--- src/rtl/hash_msg_feeder.sv ---
// Buffers one host message, replays it to the hash core as a byte burst,
// then waits for the core's digest and returns it with a one-cycle strobe.
module hash_msg_feeder #(
  parameter int DEPTH   = 16,
  parameter int TIMEOUT = 64
) (
  input  logic        clk,
  input  logic        rst_n,
  input  logic        in_valid,
  input  logic [7:0]  in_byte,
  input  logic        in_last,
  output logic        in_ready,
  output logic        M_valid,
  output logic [7:0]  message,
  output logic [63:0] counter,
  input  logic        hash_ready,
  input  logic [31:0] digest_in,
  output logic [31:0] digest_out,
  output logic        digest_valid,
  output logic        busy,
  output logic        err_overflow,
  output logic        err_timeout
);

  localparam int AW = $clog2(DEPTH);
  localparam int LW = AW + 1;
  localparam int TW = $clog2(TIMEOUT + 1);

  typedef enum logic [1:0] {
    COLLECT = 2'd0,
    DROP    = 2'd1,
    FEED    = 2'd2,
    WAIT    = 2'd3
  } state_t;

  state_t          state_q, state_d;
  logic [LW-1:0]   len_q, len_d;
  logic [LW-1:0]   rd_ptr_q, rd_ptr_d;
  logic [TW-1:0]   tcnt_q, tcnt_d;
  logic            hash_ready_p0;
  logic            hr_rise;
  logic            accept;
  logic            wr_en;

  logic            in_ready_d, M_valid_d, digest_valid_d, busy_d;
  logic            err_overflow_d, err_timeout_d;
  logic [7:0]      message_d;
  logic [63:0]     counter_d;
  logic [31:0]     digest_out_d;

  logic [7:0]      mem [DEPTH];

  assign accept  = in_valid & in_ready;
  // Rise is live level against last registered sample, so a level already
  // high when WAIT is entered never looks like a new digest.
  assign hr_rise = hash_ready & ~hash_ready_p0;

  always_comb begin
    state_d        = state_q;
    len_d          = len_q;
    rd_ptr_d       = rd_ptr_q;
    tcnt_d         = tcnt_q;
    wr_en          = 1'b0;
    M_valid_d      = 1'b0;
    message_d      = 8'h00;
    counter_d      = 64'd0;
    digest_out_d   = digest_out;
    digest_valid_d = 1'b0;
    err_overflow_d = 1'b0;
    err_timeout_d  = 1'b0;

    case (state_q)
      COLLECT: begin
        if (accept) begin
          wr_en = 1'b1;
          len_d = len_q + LW'(1);
          if (in_last) begin
            state_d  = FEED;
            rd_ptr_d = '0;
          end else if (len_q == LW'(DEPTH - 1)) begin
            state_d        = DROP;
            err_overflow_d = 1'b1;
            len_d          = '0;
          end
        end
      end
      DROP: begin
        if (accept && in_last) state_d = COLLECT;
      end
      FEED: begin
        M_valid_d = 1'b1;
        message_d = mem[rd_ptr_q[AW-1:0]];
        counter_d = {{(64 - LW){1'b0}}, len_q};
        rd_ptr_d  = rd_ptr_q + LW'(1);
        if (rd_ptr_q == len_q - LW'(1)) begin
          state_d = WAIT;
          tcnt_d  = '0;
        end
      end
      WAIT: begin
        tcnt_d = tcnt_q + TW'(1);
        // A digest arriving on the expiry edge still wins over the timeout.
        if (hr_rise) begin
          digest_out_d   = digest_in;
          digest_valid_d = 1'b1;
          len_d          = '0;
          tcnt_d         = '0;
          state_d        = COLLECT;
        end else if (tcnt_q == TW'(TIMEOUT - 1)) begin
          err_timeout_d = 1'b1;
          len_d         = '0;
          tcnt_d        = '0;
          state_d       = COLLECT;
        end
      end
      default: state_d = COLLECT;
    endcase

    in_ready_d = (state_d == COLLECT) || (state_d == DROP);
    busy_d     = (state_d == FEED) || (state_d == WAIT);
  end

  always_ff @(posedge clk or negedge rst_n) begin
    if (!rst_n) begin
      state_q       <= COLLECT;
      len_q         <= '0;
      rd_ptr_q      <= '0;
      tcnt_q        <= '0;
      hash_ready_p0 <= 1'b0;
      in_ready      <= 1'b1;
      M_valid       <= 1'b0;
      message       <= 8'h00;
      counter       <= 64'd0;
      digest_out    <= 32'd0;
      digest_valid  <= 1'b0;
      busy          <= 1'b0;
      err_overflow  <= 1'b0;
      err_timeout   <= 1'b0;
    end else begin
      state_q       <= state_d;
      len_q         <= len_d;
      rd_ptr_q      <= rd_ptr_d;
      tcnt_q        <= tcnt_d;
      hash_ready_p0 <= hash_ready;
      in_ready      <= in_ready_d;
      M_valid       <= M_valid_d;
      message       <= message_d;
      counter       <= counter_d;
      digest_out    <= digest_out_d;
      digest_valid  <= digest_valid_d;
      busy          <= busy_d;
      err_overflow  <= err_overflow_d;
      err_timeout   <= err_timeout_d;
    end
  end

  // Message storage carries no reset; stale bytes are never read past len.
  always_ff @(posedge clk) begin
    if (wr_en) mem[len_q[AW-1:0]] <= in_byte;
  end

endmodule

--- config.mk ---
export PLATFORM = sky130hd
export DESIGN_NAME = hash_msg_feeder
export DESIGN_NICKNAME = d
export VERILOG_FILES = /design/src/rtl/hash_msg_feeder.sv
export SDC_FILE = /design/constraint.sdc
export NUM_CORES = 1
export LEC_CHECK = 0
export BUFFER_PORTS_ARGS = -buffer_cell sky130_fd_sc_hd__buf_4
export CAP_MARGIN = 15
export CELL_PAD_IN_SITES_DETAIL_PLACEMENT = 0
export CELL_PAD_IN_SITES_GLOBAL_PLACEMENT = 1
export CORE_MARGIN = 1
export CORE_UTILIZATION = 35
export CTS_CLUSTER_DIAMETER = 30
export DETAILED_ROUTE_END_ITERATION = 12
export PLACE_DENSITY_LB_ADDON = 0.1
export SETUP_SLACK_MARGIN = 0.3
export SYNTH_ARGS = -nofsm -noshare
export SYNTH_HDL_FRONTEND = slang
export SYNTH_SLANG_ARGS = --single-unit
--- constraint.sdc ---
create_clock -name clk -period 2.15 [get_ports clk]
set_clock_uncertainty 0.05 [all_clocks]
set_input_delay 0 -clock clk [delete_from_list [all_inputs] [get_ports clk]]
set_output_delay 0 -clock clk [all_outputs]
set_load 0.02 [all_outputs]
==> impl_metrics.csv, run 1 <==
group,metric,value,unit
sta,worst_pin_slew,506,ps
critical_path,cp_slowest_stage_delay,520,ps
cells_and_area,final_net_count,799,
power,power_frac_comb,36.3,%
yosys,synth_area,8340,µm²
cells_and_area,regArea,5600,µm²
clock_network,cts_sinks,198,
sta,report.final.slew_viol_count,0,
routing,routedWlPerCell,17.9,µm
sta,grt_setup_unrepaired,"true",
sta,setup_tns,0,ps
clock_network,clockBufferDepth,2,
yosys,synth_edf_count,128,
global_routing,grt_use_total,16.2,%
routing,dr.pass1.iters,6,
global_routing,antenna_found_initial,0,
critical_path,cp.buffers_inverters,2,
yosys,synth_area_leader_cell,"edfxtp_1",
yosys,synth.distinct_cells,45,
sta,holdWs,18.6,ps
die,ios,155,
clock_network,clk_pin_slew,80,ps
worst_hold_path,min_path_type,"input pin to asynchronous set/reset pin",
power,power_switching,0.00443,W
global_routing,grt_pass1_vias,4803,
die,dieWidth,156,µm
sta,hold_violations,0,
sta,fin_ws,93.3,ps
placement,gp_congestion,0.757,
clock_network,cts_max_level,4,
sta,setup_viol,0,
yosys,synth_area_per_cell,14.9,µm²
sta,relSlewSlack,66.3,%
sta,fin_crit,2060,ps
critical_path,startpoint_type,"register",
die,core,23400,µm²
cells_and_area,drive_above_1_share,32.8,%
cells_and_area,antenna_cells,0,
power,power_frac_seq,38.5,%
critical_path,rr_startpoint,"rd_ptr_q[0]$_DFFE_PN0P_",
status,status,"finished clean",
clock_network,clock_latency,440,ps
clock_network,cts_made_buffers,17,
yosys,yosysSeqAreaShare,67.1,%
yosys,yosys_warnings,0,
die,rows,56,
power,p_leak,4.47,nW
power,power_density,1200,nW/µm²
global_routing,grt_max_degree,37,
die,dieArea,24400,µm²
critical_path,required,2420,ps
placement,hpwl,11900,µm
yosys,synth_cells,560,
clock_network,cts_tree,"yes",
power,clkPwrFrac,25.2,%
placement,io_buffers,95,
critical_path,crit_path_frequent_cell,"mux4_2",
critical_path,path_class,"register to register",
power,internal_power,0.00865,W
global_routing,grt_pass1_wl,28400,µm
routing,route.detailed.drc,0,
yosys,ys_ff_latch,198,
die,die_y,156,µm
power,switching_share,33.9,%
clock_network,cts_root_buf,"clkbuf_16",
yosys,synthArstFlopShare,35.4,%
critical_path,worstPathCellList,"buf_4 > clkbuf_16 > mux4_2 > mux4_2 > and2_1",
cells_and_area,syn_to_final_growth,31.2,%
critical_path,ff2ff_setup_slack,90,ps
critical_path,rr_endpoint,"message[7]$_DFF_PN0_",
critical_path,worstPathArrival,2330,ps
routing,vias_per_cell,4.48,
routing,drt-initial-drc-count,470,
cells_and_area,nFillCells,2082,
critical_path,critPathSlowestCell,"mux4_2",
critical_path,cp_top_family,"multiplexers",
power,ir_drop,528,µV
yosys,synth_flop_cell,"edfxtp_1",
routing,routed_wl,19300,µm
sta,fmax,486,MHz
routing,num_vias,4837,
critical_path,cp-end-kind,"register",
critical_path,reg2regPathDepth,5,
yosys,yosys-top-cells-area,"edfxtp_1 46%, dfrtp_1 21%, mux4_1 6.3%",
yosys,yosys.area.top_type_share,46.1,%
run,maxCapViolations,0,
cells_and_area,multi_input_area,2540,µm²
critical_path,crit_fanout,4,
die,start_util,35.6,%
global_routing,overflow,0,
sta,period_share,95.7,%
routing,ant_nets,0,
placement,post-place-ws,64.0,ps
through the flow:
| stage | total power, W | cell area (µm²) | std cells | utilization, % |
|---|---|---|---|---|
| 2_1_floorplan | 0.00772 | 8640 | 618 | - |
| 4_1_cts | 0.0129 | 10700 | 1068 | 45.9 |
| 3_3_place_gp | 0.00916 | 9540 | 987 | 40.8 |
| 3_5_place_dp | 0.00919 | 9540 | 987 | 40.8 |
| 5_1_grt | 0.0138 | 10900 | 1079 | 46.8 |
| 6_report | 0.0131 | 10900 | 1079 | 46.8 |
flip-flops by register name, summed over array words and instances (netlist names), named ones only:
register and cells:
rd_ptr_q 5, message 8, hash_ready_p0 1, len_q 5, in_ready 1, M_valid 1
err_overflow 1, digest_out 32, err_timeout 1, digest_valid 1, counter 5, mem 128
busy 1, tcnt_q 7
layout make-up:
| cell class | count | share of cell area [%] |
|---|---|---|
| flip-flops and latches | 198 | 51.2 |
| multi-input cells | 331 | 23.3 |
| well taps | 319 | 3.65 |
| clock buffers | 17 | 3.89 |
| clock inverters | 15 | 1.80 |
| repair buffers | 189 | 15.9 |
| inverters | 10 | 0.343 |
power by group through the flow:
stage	combinational, W	sequential, W	clock, W
finish	0.00474	0.00505	0.00330
global route	0.00512	0.00512	0.00351
CTS	0.00446	0.00504	0.00338
detailed placement	0.00409	0.00510	0
global placement	0.00409	0.00507	0
floorplan	0.00219	0.00553	0
cell usage in the layout, fill, tap and decap left out, types with 5 or more instances in the layout:
master	count
nor2_2	12
nor2_1	13
o21ai_0	7
edfxtp_1	128
and2_1	8
inv_1	8
nand3_1	9
dlygate4sd3_1	44
ha_1	5
mux4_2	27
nand2b_1	5
buf_6	7
conb_1	59
xor2_1	8
dfrtp_1	66
buf_4	125
buf_12	10
mux4_1	13
nor3_4	6
nand2_1	107
clkbuf_16	18
cells in the mapped netlist, types with 5 or more instances:
cell type	instances
ha_1	7
mux4_1	20
nand3_1	9
and2_1	12
inv_1	10
dfrtp_1	69
xor2_1	8
nand2b_1	5
nand2_1	112
edfxtp_1	128
o21ai_0	13
buf_4	59
clkbuf_1	11
nor3_1	11
nor2_1	25
mux4_2	20
logic make-up after synthesis:
family                     synth area share [%]
xor gates and xnor gates                  0.945
DFF                                        67.1
buffers and inverters                      7.22
other                                    0.0450
adders and majority gates                  1.05
muxes                                      11.8
and+or+nand+nor                            9.56
AOI/OAI and AO/OA                          2.24
what timing repair did:
| item | 4_1_cts | 5_1_grt |
|---|---|---|
| buffers inserted | 3 | 10 |
| hold endpoints to repair | 235 | 0 |
| gates cloned | 2 | 1 |
| pin swaps | 4 | 12 |
| gates resized for setup | 24 | 35 |
| setup endpoints to repair | 138 | 141 |
| hold buffers | 44 | 0 |
metal layers:
metal | up-vias | global-route usage (%) | part of all wire, %
met4 | 0 | 4.20 | 0.80
met3 | 14 | 3.43 | 4.0
met1 | 2406 | 21.6 | 47
met2 | 148 | 26.9 | 48
li1 | 2269 | - | -
met5 | - | 0 | 0
how the worst max path moves through the flow:
stage,startpoint,to,slack (ps),depth (start not counted)
global placement,len_q[1]$_DFFE_PN0P_,tcnt_q[6]$_DFFE_PN0P_,80,7
floorplan,rd_ptr_q[0]$_DFFE_PN0P_,message[0]$_DFF_PN0_,210,5
finish,rd_ptr_q[0]$_DFFE_PN0P_,message[7]$_DFF_PN0_,90,5
CTS,rd_ptr_q[0]$_DFFE_PN0P_,message[5]$_DFF_PN0_,140,4
detailed placement,len_q[0]$_DFFE_PN0P_,tcnt_q[6]$_DFFE_PN0P_,60,7
global route,rd_ptr_q[0]$_DFFE_PN0P_,message[5]$_DFF_PN0_,70,4
No activity file was read; power rests on OpenSTA's default activity.
==> run 2: changes to the inputs <==
clock period = 2.2 ns   (was 2.15 ns; I/O delays follow)
==> run 2 against run 1 <==
Cell count rose by 0.46%. Critical path depth is the same. Non-clock buffer count up 5. Total power fell by 4.1%. Final area fell by 1.2%. Largest cell class unchanged. Highest routed layer unchanged.
==> impl_metrics.csv, run 2 (same netlist as run 1, synthesis figures left out) <==
group,metric,value,unit
power,switching_share,33.7,%
critical_path,rr_endpoint,"message[5]$_DFF_PN0_",
cells_and_area,drive_above_1_share,33.3,%
clock_network,cts_made_buffers,17,
routing,route.detailed.drc,0,
cells_and_area,antenna_cells,0,
routing,vias_per_cell,4.50,
placement,post-place-ws,175,ps
routing,ant_nets,0,
sta,fin_ws,180,ps
sta,holdWs,44.9,ps
clock_network,clk_pin_slew,80,ps
sta,hold_violations,0,
placement,io_buffers,95,
clock_network,cts_max_level,4,
power,p_leak,4.41,nW
critical_path,worstPathArrival,2290,ps
sta,report.final.slew_viol_count,0,
routing,routed_wl,19900,µm
sta,fin_crit,2020,ps
cells_and_area,layout_common_cells,"136 x buf_4, 128 x edfxtp_1, 107 x nand2_1",
power,ir_drop,484,µV
status,status,"finished clean",
die,core,23400,µm²
routing,drt-initial-drc-count,367,
critical_path,cp-end-kind,"register",
power,power_frac_seq,39.3,%
power,power_density,1160,nW/µm²
run,maxCapViolations,0,
critical_path,reg2regPathDepth,5,
die,ios,155,
die,rows,56,
cells_and_area,final_net_count,804,
sta,grt_setup_unrepaired,"true",
clock_network,cts_tree,"yes",
sta,relSlewSlack,65.4,%
die,start_util,35.6,%
cells_and_area,largest_register_ffs,128,
critical_path,startpoint_type,"register",
die,dieArea,24400,µm²
power,clkPwrFrac,24.2,%
global_routing,grt_pass1_wl,30200,µm
power,power_switching,0.00423,W
sta,worst_pin_slew,519,ps
critical_path,path_class,"register to register",
power,power_frac_comb,36.5,%
clock_network,clock_latency,420,ps
critical_path,required,2470,ps
critical_path,ff2ff_setup_slack,180,ps
critical_path,crit_fanout,7,
sta,setup_tns,0,ps
placement,gp_congestion,0.711,
cells_and_area,syn_to_final_growth,29.7,%
global_routing,overflow,0,
cells_and_area,mostFrequentLayoutCell,"buf_4",
sta,setup_viol,0,
die,die_y,156,µm
cells_and_area,final_cell_count_no_fill,1084,
placement,hpwl,12500,µm
global_routing,antenna_found_initial,0,
routing,dr.pass1.iters,4,
routing,routedWlPerCell,18.4,µm
global_routing,grt_pass1_vias,4840,
sta,period_share,91.8,%
clock_network,cts_root_buf,"clkbuf_16",
global_routing,grt_max_degree,38,
die,dieWidth,156,µm
clock_network,clockBufferDepth,2,
sta,fmax,495,MHz
worst_hold_path,min_path_type,"input pin to asynchronous set/reset pin",
global_routing,grt_use_total,17.2,%
placement,dp.cells,991,
routing,num_vias,4883,
critical_path,rr_startpoint,"rd_ptr_q[0]$_DFFE_PN0P_",
clock_network,cts_sinks,198,
power,internal_power,0.00832,W
==> run 2: cell types whose count changed in the layout (fill, tap and decap cells not counted), sizes merged <==
cell,before,now
buf,144,150
bufinv,1,0
==> run 2: layer usage <==
layer	vias to the layer above	GRT usage, %	share of wire [%]
met5	-	0	0
met4	0	4.90	0.52
met3	6	3.24	5.4
li1	2284	-	-
met2	171	28.0	48
met1	2422	23.5	46
==> run 2: timing repair <==
| action | in CTS | in global routing |
|---|---|---|
| gates cloned | 3 | 0 |
| pin swaps | 1 | 5 |
| endpoints found under the hold margin | 235 | 0 |
| buffers inserted | 9 | 5 |
| endpoints found under the setup margin | 132 | 113 |
| resized for setup | 27 | 22 |
| hold buffers | 44 | 0 |
==> run 2: power groups by stage <==
stage / sequential, W / combinational [W] / clock, W
floorplan: 0.00540 / 0.00214 / 0
global placement: 0.00498 / 0.00393 / 0
detailed placement: 0.00501 / 0.00396 / 0
CTS: 0.00493 / 0.00451 / 0.00312
global route: 0.00500 / 0.00496 / 0.00330
finish: 0.00493 / 0.00458 / 0.00304
==> run 2: worst max path at each step <==
stage	startpoint	to	slack, ps	cells past startpoint
after detailed placement	rd_ptr_q[0]$_DFFE_PN0P_	message[0]$_DFF_PN0_	170	4
after global placement	in_ready$_DFF_PN1_	mem[3][3]$_DFFE_PP_	210	5
after CTS	rd_ptr_q[0]$_DFFE_PN0P_	message[2]$_DFF_PN0_	170	4
after global routing	rd_ptr_q[0]$_DFFE_PN0P_	message[3]$_DFF_PN0_	130	5
final	rd_ptr_q[0]$_DFFE_PN0P_	message[5]$_DFF_PN0_	180	5
after floorplan	rd_ptr_q[0]$_DFFE_PN0P_	message[0]$_DFF_PN0_	260	5
==> run 2: layout make-up <==
cell class	count	area [µm²]
repair buffers	194	1750
well taps	319	399
fillers	2065	12600
clock inverters	14	159
clock buffers	18	429
inverters	10	37.5
flip-flops and latches	198	5600
multi-input cells	331	2440
==> run 2: through the flow <==
step           area, µm²  total power (W)  util, %
2_1_floorplan       8630          0.00754        -
3_3_place_gp        9570          0.00891     40.9
3_5_place_dp        9570          0.00897     40.9
4_1_cts            10700           0.0126     45.9
5_1_grt            10800           0.0133     46.2
6_report           10800           0.0126     46.2
==> run 2: worst max-delay path: stages (launching register included) <==
cell and delay (ps):
dfrtp_2 420, buf_6 150, buf_16 150, mux4_2 500, mux4_2 470, and2_1 170
==> run 3: changes to the inputs <==
BUFFER_PORTS_ARGS = unset   (was -buffer_cell sky130_fd_sc_hd__buf_4)
DONT_BUFFER_PORTS = 1   (was unset)
==> run 3 against run 2 <==
Total power fell by 4.0%. Combinational power fell by 25%. Largest power group unchanged. Non-clock buffer count fell by 87. Critical endpoint is now message[7]$_DFF_PN0_. Sequential share of layout area rose by 3.3 points. Global-route usage fell by 0.68 points. Sequential power rose by 11%. Worst setup slack improved by 3.0 ps. Worst hold slack improved by 17 ps. Utilization fell by 2.7 points. Fmax rose by 0.15%. Register-to-register slack barely moved. Die area did not move. Critical path type unchanged.
==> impl_metrics.csv, run 3 (same netlist as run 1, synthesis figures left out) <==
group,metric,value,unit
status,status,"finished clean",
power,ir_drop,605,µV
die,dieArea,24400,µm²
routing,num_vias,4597,
critical_path,crit_fanout,6,
die,rows,56,
sta,grt_setup_unrepaired,"true",
global_routing,grt_max_degree,71,
power,power_frac_comb,28.5,%
global_routing,grt_pass1_wl,28800,µm
routing,dr.pass1.iters,5,
power,power_frac_seq,45.5,%
cells_and_area,syn_to_final_growth,22.0,%
global_routing,antenna_found_initial,1,
worst_hold_path,min_path_type,"input pin to asynchronous set/reset pin",
die,die_y,156,µm
clock_network,clock_latency,440,ps
sta,setup_tns,0,ps
sta,setup_viol,0,
die,start_util,35.6,%
clock_network,cts_made_buffers,17,
sta,fmax,496,MHz
critical_path,required,2480,ps
placement,hpwl,12200,µm
power,power_density,1180,nW/µm²
cells_and_area,largest_register_ffs,128,
die,core,23400,µm²
power,power_switching,0.00420,W
routing,vias_per_cell,4.61,
placement,io_buffers,0,
critical_path,path_class,"register to register",
sta,hold_violations,0,
routing,routedWlPerCell,19.3,µm
clock_network,clockBufferDepth,2,
cells_and_area,final_net_count,717,
global_routing,grt_use_total,16.5,%
sta,fin_crit,2020,ps
sta,report.final.slew_viol_count,0,
cells_and_area,layout_common_cells,"128 x edfxtp_1, 108 x nand2_1, 67 x dfrtp_1",
run,maxCapViolations,0,
power,switching_share,34.9,%
power,internal_power,0.00785,W
routing,route.detailed.drc,0,
routing,ant_nets,0,
sta,worst_pin_slew,552,ps
routing,routed_wl,19200,µm
sta,relSlewSlack,63.0,%
critical_path,cp-end-kind,"register",
placement,gp_congestion,0.737,
cells_and_area,final_util,43.5,%
critical_path,worstPathArrival,2300,ps
sta,period_share,91.7,%
clock_network,clk_pin_slew,80,ps
cells_and_area,drive_above_1_share,24.8,%
clock_network,cts_tree,"yes",
die,ios,155,
power,p_leak,3.99,nW
clock_network,cts_max_level,4,
cells_and_area,mostFrequentLayoutCell,"edfxtp_1",
routing,drt-initial-drc-count,339,
power,clkPwrFrac,26.1,%
die,dieWidth,156,µm
global_routing,grt_pass1_vias,4703,
clock_network,cts_sinks,198,
global_routing,overflow,0,
critical_path,startpoint_type,"register",
clock_network,cts_root_buf,"clkbuf_16",
==> run 3: power groups by stage <==
stage / Sequential [W] / Combinational, W / Clock [W]
2_1_floorplan: 0.00540 / 0.00214 / 0
3_3_place_gp: 0.00556 / 0.00268 / 0
3_5_place_dp: 0.00556 / 0.00271 / 0
4_1_cts: 0.00547 / 0.00330 / 0.00323
5_1_grt: 0.00555 / 0.00379 / 0.00334
6_report: 0.00548 / 0.00343 / 0.00314
==> run 3: final cells by class <==
cell class	count	area (µm²)
Inverter	10	37.5
Antenna cell	1	2.50
Fill cell	2139	13200
Clock buffer	17	425
Clock inverter	15	163
Tap cell	319	399
Sequential cell	198	5600
Multi-Input combinational cell	331	2470
Timing Repair Buffer	107	1080
==> run 3: path summary, 6_finish.rpt <==
path,startpoint,end,slack [ps],cells past startpoint
max,rd_ptr_q[0]$_DFFE_PN0P_,message[7]$_DFF_PN0_,180,5
max reg2reg,rd_ptr_q[0]$_DFFE_PN0P_,message[7]$_DFF_PN0_,180,5
min,rst_n,digest_out[25]$_DFFE_PN0P_,60,2
min in group clk,hash_ready,hash_ready_p0$_DFF_PN0_,90,1
min reg2reg,tcnt_q[0]$_DFFE_PN0P_,tcnt_q[0]$_DFFE_PN0P_,460,1
max in group asynchronous,rst_n,in_ready$_DFF_PN1_,1700,2
==> run 3: per-stage QoR <==
stage | cell area [µm²] | total power, W | hold WS [ps] | cells | setup WS [ps]
6_report | 10200 | 0.0120 | 62.3 | 998 | 183
4_1_cts | 10100 | 0.0120 | 47.9 | 994 | 182
5_1_grt | 10200 | 0.0127 | 83.4 | 998 | 131
3_5_place_dp | 8860 | 0.00827 | -344 | 907 | 187
3_3_place_gp | 8860 | 0.00824 | -343 | 907 | 200
2_1_floorplan | 8630 | 0.00754 | -346 | 618 | 259
==> run 3: per-layer routing <==
metal / GRT usage (%) / vias up / wire length, µm
li1: - / 2110 / -
met1: 20.1 / 2307 / 8280
met2: 29.3 / 161 / 9780
met3: 3.93 / 19 / 947
met4: 4.44 / 0 / 227
met5: 0 / - / 0
==> run 3: what timing repair did <==
item | 4_1_cts | 5_1_grt
setup endpoints to repair | 122 | 37
pin swaps | 1 | 8
buffers inserted | 7 | 2
resized for setup | 24 | 22
hold buffers | 45 | 0
gates cloned | 3 | 1
hold endpoints to repair | 241 | 0
==> run 3: worst max-delay path, cell delays in order (launching register included) <==
cell	delay (ps)
dfrtp_2	390
buf_4	160
buf_12	130
mux4_1	540
mux4_2	470
and2_1	170
